`src/rtl/color_marker_tracker.sv`:
```
// Multi-marker colour tracker: classifies RGB pixels against programmable colour windows,
// accumulates per-marker bounding boxes and counts, and publishes box centres at frame end.
module color_marker_tracker #(
    parameter int NUM_MARKERS = 3,
    parameter int COLOR_W     = 12,
    parameter int COORD_W     = 11,
    parameter int CNT_W       = 20,
    parameter int MIN_PIXELS  = 16
) (
    input  logic                           iCLK,
    input  logic                           iRST,
    input  logic                           iDVAL,
    input  logic                           iFRAME_START,
    input  logic                           iFRAME_END,
    input  logic [COORD_W-1:0]             iX_Cont,
    input  logic [COORD_W-1:0]             iY_Cont,
    input  logic [COLOR_W-1:0]             in_R,
    input  logic [COLOR_W-1:0]             in_G,
    input  logic [COLOR_W-1:0]             in_B,
    input  logic                           cfg_we,
    input  logic [2:0]                     cfg_marker,
    input  logic [2:0]                     cfg_field,
    input  logic [COLOR_W-1:0]             cfg_data,
    output logic [NUM_MARKERS*COORD_W-1:0] oCenter_X,
    output logic [NUM_MARKERS*COORD_W-1:0] oCenter_Y,
    output logic [NUM_MARKERS*CNT_W-1:0]   oCount,
    output logic [NUM_MARKERS-1:0]         oFound,
    output logic                           oValid
);

    typedef enum logic [1:0] {IDLE, ACTIVE, PUBLISH} state_t;

    state_t state, state_nxt;
    logic   publish;

    logic [COLOR_W-1:0]     act_lo [NUM_MARKERS][3];
    logic [COLOR_W-1:0]     act_hi [NUM_MARKERS][3];
    logic [NUM_MARKERS-1:0] act_en;
    logic [COLOR_W-1:0]     act_lo_nxt [NUM_MARKERS][3];
    logic [COLOR_W-1:0]     act_hi_nxt [NUM_MARKERS][3];
    logic [NUM_MARKERS-1:0] act_en_nxt;
    logic [COLOR_W-1:0]     sh_lo [NUM_MARKERS][3];
    logic [COLOR_W-1:0]     sh_hi [NUM_MARKERS][3];
    logic [NUM_MARKERS-1:0] sh_en;

    logic [COLOR_W-1:0]     pix [3];
    logic [NUM_MARKERS-1:0] match;

    logic                   s1_dval, s1_start, s1_end;
    logic [COORD_W-1:0]     s1_x, s1_y;
    logic [NUM_MARKERS-1:0] s1_match;

    logic [COORD_W-1:0] min_x [NUM_MARKERS];
    logic [COORD_W-1:0] max_x [NUM_MARKERS];
    logic [COORD_W-1:0] min_y [NUM_MARKERS];
    logic [COORD_W-1:0] max_y [NUM_MARKERS];
    logic [CNT_W-1:0]   cnt   [NUM_MARKERS];
    logic [COORD_W-1:0] min_x_nxt [NUM_MARKERS];
    logic [COORD_W-1:0] max_x_nxt [NUM_MARKERS];
    logic [COORD_W-1:0] min_y_nxt [NUM_MARKERS];
    logic [COORD_W-1:0] max_y_nxt [NUM_MARKERS];
    logic [CNT_W-1:0]   cnt_nxt   [NUM_MARKERS];

    logic [COORD_W-1:0]     cx_pub [NUM_MARKERS];
    logic [COORD_W-1:0]     cy_pub [NUM_MARKERS];
    logic [NUM_MARKERS-1:0] found_pub;
    logic                   acc_en;

    always_comb begin
        act_lo_nxt = act_lo;
        act_hi_nxt = act_hi;
        act_en_nxt = act_en;
        for (int m = 0; m < NUM_MARKERS; m++) begin
            if (cfg_we && cfg_marker == 3'(m)) begin
                for (int c = 0; c < 3; c++) begin
                    if (cfg_field == 3'(2*c))   act_lo_nxt[m][c] = cfg_data;
                    if (cfg_field == 3'(2*c+1)) act_hi_nxt[m][c] = cfg_data;
                end
                if (cfg_field == 3'd6) act_en_nxt[m] = cfg_data[0];
            end
        end
    end

    // Shadow bank captures the active bank (including a same-cycle write) at frame start.
    always_ff @(posedge iCLK) begin
        if (iRST) begin
            for (int m = 0; m < NUM_MARKERS; m++) begin
                for (int c = 0; c < 3; c++) begin
                    act_lo[m][c] <= '0;
                    act_hi[m][c] <= '0;
                    sh_lo[m][c]  <= '0;
                    sh_hi[m][c]  <= '0;
                end
            end
            act_en <= '0;
            sh_en  <= '0;
        end else begin
            act_lo <= act_lo_nxt;
            act_hi <= act_hi_nxt;
            act_en <= act_en_nxt;
            if (iFRAME_START) begin
                sh_lo <= act_lo_nxt;
                sh_hi <= act_hi_nxt;
                sh_en <= act_en_nxt;
            end
        end
    end

    // The frame-start pixel belongs to the new frame, so it sees the bank being copied in.
    always_comb begin
        pix[0] = in_R;
        pix[1] = in_G;
        pix[2] = in_B;
        match  = '0;
        for (int m = 0; m < NUM_MARKERS; m++) begin
            logic hit;
            hit = iFRAME_START ? act_en_nxt[m] : sh_en[m];
            for (int c = 0; c < 3; c++) begin
                logic [COLOR_W-1:0] lo, hi;
                lo  = iFRAME_START ? act_lo_nxt[m][c] : sh_lo[m][c];
                hi  = iFRAME_START ? act_hi_nxt[m][c] : sh_hi[m][c];
                hit = hit && (pix[c] >= lo) && (pix[c] <= hi);
            end
            match[m] = hit;
        end
    end

    always_ff @(posedge iCLK) begin
        if (iRST) begin
            s1_dval  <= 1'b0;
            s1_start <= 1'b0;
            s1_end   <= 1'b0;
            s1_x     <= '0;
            s1_y     <= '0;
            s1_match <= '0;
        end else begin
            s1_dval  <= iDVAL;
            s1_start <= iFRAME_START;
            s1_end   <= iFRAME_END;
            s1_x     <= iX_Cont;
            s1_y     <= iY_Cont;
            s1_match <= match;
        end
    end

    always_ff @(posedge iCLK) begin
        if (iRST) state <= IDLE;
        else      state <= state_nxt;
    end

    always_comb begin
        state_nxt = state;
        publish   = 1'b0;
        if (s1_end) begin
            state_nxt = PUBLISH;
            publish   = 1'b1;
        end else if (s1_start) begin
            state_nxt = ACTIVE;
        end else if (state == PUBLISH) begin
            state_nxt = IDLE;
        end
    end

    // Clear-then-update lets a frame-start pixel seed the new frame in the same cycle.
    always_comb begin
        acc_en    = s1_start || (state == ACTIVE);
        min_x_nxt = min_x;
        max_x_nxt = max_x;
        min_y_nxt = min_y;
        max_y_nxt = max_y;
        cnt_nxt   = cnt;
        for (int m = 0; m < NUM_MARKERS; m++) begin
            if (s1_start) begin
                min_x_nxt[m] = '1;
                max_x_nxt[m] = '0;
                min_y_nxt[m] = '1;
                max_y_nxt[m] = '0;
                cnt_nxt[m]   = '0;
            end
            if (acc_en && s1_dval && s1_match[m]) begin
                if (s1_x < min_x_nxt[m]) min_x_nxt[m] = s1_x;
                if (s1_x > max_x_nxt[m]) max_x_nxt[m] = s1_x;
                if (s1_y < min_y_nxt[m]) min_y_nxt[m] = s1_y;
                if (s1_y > max_y_nxt[m]) max_y_nxt[m] = s1_y;
                if (cnt_nxt[m] != {CNT_W{1'b1}}) cnt_nxt[m] = cnt_nxt[m] + CNT_W'(1);
            end
        end
    end

    always_ff @(posedge iCLK) begin
        if (iRST) begin
            for (int m = 0; m < NUM_MARKERS; m++) begin
                min_x[m] <= '1;
                max_x[m] <= '0;
                min_y[m] <= '1;
                max_y[m] <= '0;
                cnt[m]   <= '0;
            end
        end else begin
            min_x <= min_x_nxt;
            max_x <= max_x_nxt;
            min_y <= min_y_nxt;
            max_y <= max_y_nxt;
            cnt   <= cnt_nxt;
        end
    end

    // Sum in one extra bit so centres near the coordinate limit do not wrap.
    always_comb begin
        found_pub = '0;
        for (int m = 0; m < NUM_MARKERS; m++) begin
            logic [COORD_W:0] sum_x, sum_y;
            sum_x        = {1'b0, min_x_nxt[m]} + {1'b0, max_x_nxt[m]};
            sum_y        = {1'b0, min_y_nxt[m]} + {1'b0, max_y_nxt[m]};
            found_pub[m] = (cnt_nxt[m] >= CNT_W'(MIN_PIXELS));
            cx_pub[m]    = found_pub[m] ? COORD_W'(sum_x >> 1) : '0;
            cy_pub[m]    = found_pub[m] ? COORD_W'(sum_y >> 1) : '0;
        end
    end

    always_ff @(posedge iCLK) begin
        if (iRST) begin
            oCenter_X <= '0;
            oCenter_Y <= '0;
            oCount    <= '0;
            oFound    <= '0;
            oValid    <= 1'b0;
        end else begin
            oValid <= publish;
            if (publish) begin
                for (int m = 0; m < NUM_MARKERS; m++) begin
                    oCenter_X[m*COORD_W +: COORD_W] <= cx_pub[m];
                    oCenter_Y[m*COORD_W +: COORD_W] <= cy_pub[m];
                    oCount[m*CNT_W +: CNT_W]        <= cnt_nxt[m];
                end
                oFound <= found_pub;
            end
        end
    end

endmodule
```
`config.mk`:
```
export PLATFORM = sky130hd
export DESIGN_NAME = color_marker_tracker
export DESIGN_NICKNAME = d
export VERILOG_FILES = /design/src/rtl/color_marker_tracker.sv
export SDC_FILE = /design/constraint.sdc
export NUM_CORES = 2
export LEC_CHECK = 0
export CAP_MARGIN = 30
export CORE_MARGIN = 3
export CORE_UTILIZATION = 57
export DETAILED_ROUTE_END_ITERATION = 10
export PLACE_DENSITY = 0.74
export SYNTH_ARGS = -nofsm -noshare
export SYNTH_HDL_FRONTEND = slang
export SYNTH_SLANG_ARGS = --single-unit
```
`constraint.sdc`:
```
create_clock -name iCLK -period 17.54 [get_ports iCLK]
set_clock_uncertainty 0.1 [all_clocks]
set_input_delay 2.631 -clock iCLK [delete_from_list [all_inputs] [get_ports iCLK]]
set_output_delay 2.631 -clock iCLK [all_outputs]
set_load 0.005 [all_outputs]
```
# Yosys cells after proc, flatten, opt, wreduce, memory -nomap -nowiden
# Index checks and enable logic that the tools add are counted.
word_totals:
  ff_bits: 790
  latchBits: 0
  ram_bits: 0
  mem_bits_ro: 0
  inputBits: 82
  output_inout_bits: 130
  n_memories: 0
classes:
  add_sub_neg: 9
  multipliers: 0
  div_mod_pow: 0
  n_lt_le_gt_ge: 33
  eq_ne: 13
  shift: 0
  n_mux: 106
  n_bitwise: 0
  n_reduce_logical: 31
op_table:
  columns: ["cell", "n"]
  rows:
  - ["$mux 11", 42]
  - ["$mux 12", 36]
  - ["$mux 36", 6]
  - ["$mux 20", 9]
  - ["$ge 12x12->1", 9]
  - ["$le 12x12->1", 9]
  - ["$add 11x11->12", 6]
  - ["$gt 11x11->1", 6]
  - ["$lt 11x11->1", 6]
  - ["$add 20x1->20 const B", 3]
  - ["$ge 20x5->1 const B", 3]
  - ["$ne 20x20->1 const B", 3]
  - ["$logic_and 1x1->1", 25]
  - ["$mux 1", 10]
  - ["$eq 3x2->1 const B", 3]
  - ["$eq 3x3->1 const B", 3]
  - ["$eq 3x1->1 const B", 2]
  - ["$logic_not 3->1", 2]
  - ["$mux 2", 3]
  - ["$reduce_bool 3->1", 1]
  - ["$eq 2x1->1 const B", 1]
  - ["$eq 2x2->1 const B", 1]
  - ["$reduce_bool 2->1", 1]
  - ["$reduce_or 2->1", 1]
  - ["$logic_or 1x1->1", 1]

# Longest topological paths before layout
depth:
  word_depth: 11
  mapped_depth: 30
  depth_no_buf: 22

# Worst setup path before layout
# Ideal clock, no wire load.
synth_path:
  path_kind: "flip-flop to flip-flop"
  startpoint: "reg s1_start"
  endpoint: "reg oCenter_Y[9]"
  arrival_time_ps: 5764
  required_ps: 17318
  path_slack_ps: 11554
  stages_incl_launch_ff: 31
  period_less_slack_ps: 5986
  cell_sequence: "dfxtp_1 > buf_6 > buf_6 > buf_2 > buf_2 > buf_2 > buf_2 > clkbuf_1 > buf_2 > buf_2 > buf_1 > nor2_1 > ha_1 > o21a_1 > o2111ai_1 > a21oi_1 > and4b_1 > clkbuf_1 > clkbuf_1 > a21oi_1 > ha_1 > nor2b_1 > o21ai_0 > a21boi_0 > o21ai_0 > nand2b_1 > a21o_1 > a21o_1 > a31oi_1 > xor2_1 > o21ai_0"
synth_lines:
  columns: ["item", "line", "source"]
  rows:
  - ["start, declared", "49", "logic s1_dval, s1_start, s1_end;"]
  - ["start signal, assigned", "138", "s1_start <= iFRAME_START;"]
  - ["end signal, assigned by index", "233", "oCenter_Y[m*COORD_W +: COORD_W] <= cy_pub[m];"]
  - ["end, declared", "25", "output logic [NUM_MARKERS*COORD_W-1:0] oCenter_Y,"]

# Worst setup path after layout
layout_path:
  startpoint: "reg s1_start"
  endpoint: "reg oCenter_Y[20]"
layout_via:
  elab_chain_len: 6
layout_rtl:
  columns: ["item", "line", "source"]
  rows:
  - ["$mux 20, or another cell as far along", "173", "if (s1_start) begin"]
  - ["$add 20x1->20, or another cell as far along", "185", "if (cnt_nxt[m] != {CNT_W{1'b1}}) cnt_nxt[m] = cnt_nxt[m] + CNT_W'(1);"]
  - ["$mux 20, or another cell as far along", "185", null]
  - ["$mux 20 / $mux 11 (equally long branches)", "180", "if (acc_en && s1_dval && s1_match[m]) begin"]
  - ["$ge 20x5->1 / $add 11x11->12 (equally long branches)", "215, 214", null]
  - ["$mux 11 (*)", "217", "cy_pub[m] = found_pub[m] ? COORD_W'(sum_y >> 1) : '0;"]
# Every way passes the cells marked *; elsewhere a longest branch is shown, timed or not.
# A chain may end at the register's enable or synchronous reset.

==> impl_metrics.toml <==
[run_status]
status = "completed"

[critical_path]
max_stage_delay_ns = 0.70
timing.critical_path.fanout_max = 64
critical_path_launch_point_type = "flip-flop"
startpoint_to_endpoint_class_of_the_critical_path = "flip-flop to flip-flop"
critical_path_at_ns = 6.96
endpoint_kind = "flip-flop"
timing.critical_path.required_ns = 17.95
worstPathCellList = "inv_2, buf_4, nand2_1, ha_1, a21oi_1, a211oi_1, or4b_2, nand3_1, mux2i_1, nor2_1, inv_1, fa_1, nor2b_1, o21ai_0, a21boi_0, o21ai_0, nand2b_1, a21o_1, a21o_1, a31oi_1, xor2_1, o21ai_1"
worst_path_max_delay_cell = "sky130_fd_sc_hd__buf_4"

[power]
irDropWorstVdd_mv = 0.0928
power.total_w = 0.00408
net-switching-power_w = 0.000966
power_report.internal_total_w = 0.00311
switching_share_of_power_pct = 23.7
powerDensity_mw_per_mm2 = 90.6
power_frac_clock_pct = 46.8
power_frac_comb_pct = 8.0
p_seq_share_pct = 45.2
static-leakage-power_nw = 20.2

[logic_synthesis]
synth_adder_area_share_pct = 13.2
synth_seq_area_share_pct = 40.2
syn-cell-area_mm2 = 0.0394
compound_gate_portion_of_the_synthesized_area_pct = 13.8
synth_flop_cell = "sky130_fd_sc_hd__dfxtp_1"
synthMuxAreaShare_pct = 7.03
synth_fp_nets = 5038
synth-xor-area-share_pct = 2.26
yosys.cell_types.count = 87
asyncSetResetFlopFracSynth_pct = 0
synth_enable_flop_cells = 0
syn-instance-count = 4545
syn-mean-instance-area_um2 = 8.67
fraction_of_the_mapped_netlist_area_in_simple_logic_gates_pct = 20.4
synthesis.yosys.warnings = 0
ys_ff_latch = 790
dominant_combinational_cell_family_by_area_after_synthesis = "simple AND/OR/NAND/NOR gates"

[global_routing]
number_of_antenna_violations_at_the_first_check_in_global_routing = 5
grt_max_degree = 212
grt_overflow_total = 0
global_route_wire_length_before_repair_um = 158000
grt_usage_pct = 27.1
vias_in_the_first_global_route = 29700

[placed_design]
pre_cts_ws_ns = 10.48
dp.final_hpwl_um = 66300
portBuffers = 211
globalplace.congestion = 0.867

[floorplan]
ioPinCount = 212
rows = 95
design.core.area_mm2 = 0.0678
floorplan.die_area_mm2 = 0.0723
die_w_um = 269
die_height_um = 269
initial_utilization_pct = 58.1

[cells_and_area]
synthToLayoutAreaGrowth_pct = 14.3
mostFrequentLayoutCell = "sky130_fd_sc_hd__dfxtp_1"
top_library_cells_by_usage_in_the_layout_fill_and_taps_aside = "sky130_fd_sc_hd__dfxtp_1, sky130_fd_sc_hd__nor2_1, sky130_fd_sc_hd__nand2_1"
post_route_cells_drive_above_1_share_pct = 6.74
net_count_final = 5131

[drt]
routed_wirelength_um = 98800
ant_nets = 0
vias = 31600
drt-vias-per-instance = 5.66
post_detailed_route_drc_marker_count = 0
post_drt_wl_per_cell_um = 17.7
drt-initial-drc-count = 2271
drt-pass1-iter-count = 5

[timing]
tightestPinTransition_ns = 0.977
slew-limit-headroom_pct = 34.9
rsz0062_at_grt = "no"
fin_ws_ns = 10.99
tmin_final_ns = 6.55
finalHoldViolations = 0
min_period_over_period_pct = 37.3
finalSetupTns_ns = 0
finalMaxSlewViolations = 0
setup_viol_count_final = 0
clock.fmax_ghz = 0.153

[run]
cap_viol_max_count = 0

[worst_hold_path]
timing.hold.worst.class = "flip-flop to flip-flop"

[clock_tree]
clock_tree.htree_level_count = 3
cts_tree = "done"
postCtsSetupRepairBufs = 0
clock_latency_ns = 0.64
cts.clk_slew.worst_paths_ns = 0.06
cts_root_buf = "sky130_fd_sc_hd__clkbuf_16"
numClockSinks = 790
cts-buffers-inserted = 84
post_cts_hold_buffer_count = 0
ctsLongestPathBuffers = 3
cts_repair_resize_count = 0
per-stage QoR:
| step | instance area, um^2 | hold WS, ns | std cells | util [%] |
|---|---|---|---|---|
| 3_3_place_gp | 41900 | 0.329 | 5422 | 61.9 |
| 3_5_place_dp | 42000 | 0.332 | 5424 | 61.9 |
| 2_1_floorplan | 39400 | 0.339 | 4545 | - |
| 4_1_cts | 45000 | 0.341 | 5578 | 66.4 |
| 6_report | 45000 | 0.336 | 5583 | 66.4 |
| 5_1_grt | 45000 | 0.360 | 5581 | 66.4 |
kinds of logic (layout without fill, tap and decap cells):
group,Yosys count,count (layout)
and+or+nand+nor,1758,1758
DFF,790,790
adders and majority gates,411,411
AOI/OAI and AO/OA,891,891
buffers and inverters,318,479
xor gates and xnor gates,101,101
other,0,4
muxes,276,276
registers in the layout, indices dropped and copies added (netlist names), 11 cells and up:
name	count
act_hi	108
act_lo	108
cnt	60
max_x	33
max_y	33
min_x	33
min_y	33
oCenter_X	33
oCenter_Y	33
oCount	60
s1_x	11
s1_y	11
sh_hi	108
sh_lo	108
path summary, 6_finish.rpt:
kind | end | start | slack [ns] | cells past startpoint
setup / recovery | oCenter_Y[20]$_SDFFE_PP0P_ | s1_start$_SDFF_PP0_ | 10.99 | 22
hold / removal | oFound[0]$_SDFFE_PP0P_ | oFound[0]$_SDFFE_PP0P_ | 0.34 | 2
setup reg to reg | oCenter_Y[20]$_SDFFE_PP0P_ | s1_start$_SDFF_PP0_ | 10.99 | 22
hold reg to reg | oFound[0]$_SDFFE_PP0P_ | oFound[0]$_SDFFE_PP0P_ | 0.34 | 2
layout make-up:
type                    count  area (um^2)
well taps                 873         1090
clock inverters            30          435
multi-input cells        3437        22300
fillers                  5630        22700
diodes                      4         10.0
repair buffers            259         2520
inverters                  66          253
flip-flops and latches    790        15800
clock buffers             124         2580
power groups by stage:
stage	registers [W]	clock network (W)	logic, W
4_1_cts	0.00184	0.00194	0.000326
5_1_grt	0.00185	0.00201	0.000371
6_report	0.00185	0.00191	0.000326
3_3_place_gp	0.00188	0	0.000312
2_1_floorplan	0.00188	0	0.000215
3_5_place_dp	0.00188	0	0.000322
critical path, delay by kind of cell, from the launching register on:
kind,cells,cell delay (ns)
AOI/OAI and AO/OA,9,1.54
xor gates and xnor gates,1,0.33
adders and majority gates,2,0.58
buffers and inverters,3,1.33
DFF,1,0.50
muxes,1,0.36
and+or+nand+nor,6,1.62
synth_stat cells (5+ instances only):
library cell	count	area, um^2
sky130_fd_sc_hd__nor4_1	13	81.3
sky130_fd_sc_hd__inv_1	63	236
sky130_fd_sc_hd__a22o_1	8	70.1
sky130_fd_sc_hd__and4_1	15	131
sky130_fd_sc_hd__o21ai_0	377	1890
sky130_fd_sc_hd__mux2i_1	270	2700
sky130_fd_sc_hd__a2111oi_0	7	61.3
sky130_fd_sc_hd__and3_1	14	87.6
sky130_fd_sc_hd__nor3b_1	9	67.6
sky130_fd_sc_hd__a21o_1	106	796
sky130_fd_sc_hd__clkbuf_1	181	679
sky130_fd_sc_hd__nor2b_1	153	957
sky130_fd_sc_hd__ha_1	405	5070
sky130_fd_sc_hd__buf_2	12	60.1
sky130_fd_sc_hd__a211oi_1	28	210
sky130_fd_sc_hd__fa_1	6	120
sky130_fd_sc_hd__a21oi_1	192	961
sky130_fd_sc_hd__o21a_1	15	113
sky130_fd_sc_hd__a31oi_1	31	194
sky130_fd_sc_hd__xnor2_1	64	561
sky130_fd_sc_hd__o21ai_1	16	80.1
sky130_fd_sc_hd__o211ai_1	13	97.6
sky130_fd_sc_hd__o31ai_1	20	150
sky130_fd_sc_hd__mux2_2	6	67.6
sky130_fd_sc_hd__and4b_1	8	80.1
sky130_fd_sc_hd__buf_1	52	195
sky130_fd_sc_hd__nand4_1	58	363
sky130_fd_sc_hd__nand2_1	498	1870
sky130_fd_sc_hd__dfxtp_1	790	15800
sky130_fd_sc_hd__o2111ai_1	7	61.3
sky130_fd_sc_hd__or3_1	13	81.3
sky130_fd_sc_hd__o21ai_2	15	131
sky130_fd_sc_hd__or2_2	63	394
sky130_fd_sc_hd__xor2_1	36	315
sky130_fd_sc_hd__nor3_1	79	395
sky130_fd_sc_hd__nand3b_1	7	52.6
sky130_fd_sc_hd__nand3_1	42	210
sky130_fd_sc_hd__and2_1	8	50.1
sky130_fd_sc_hd__a211o_1	5	43.8
sky130_fd_sc_hd__nand2b_1	42	263
sky130_fd_sc_hd__o21bai_1	7	52.6
sky130_fd_sc_hd__nor2_1	710	2670
sky130_fd_sc_hd__a21boi_0	7	52.6
layer usage:
| layer | share of wire [%] | global-route usage [%] |
|---|---|---|
| met4 | 3.5 | 9.95 |
| met1 | 45 | 35.5 |
| met2 | 47 | 45.7 |
| met3 | 4.9 | 3.95 |
| met5 | 0.020 | 0 |
Note: power is estimated with default switching activity, not from simulation.
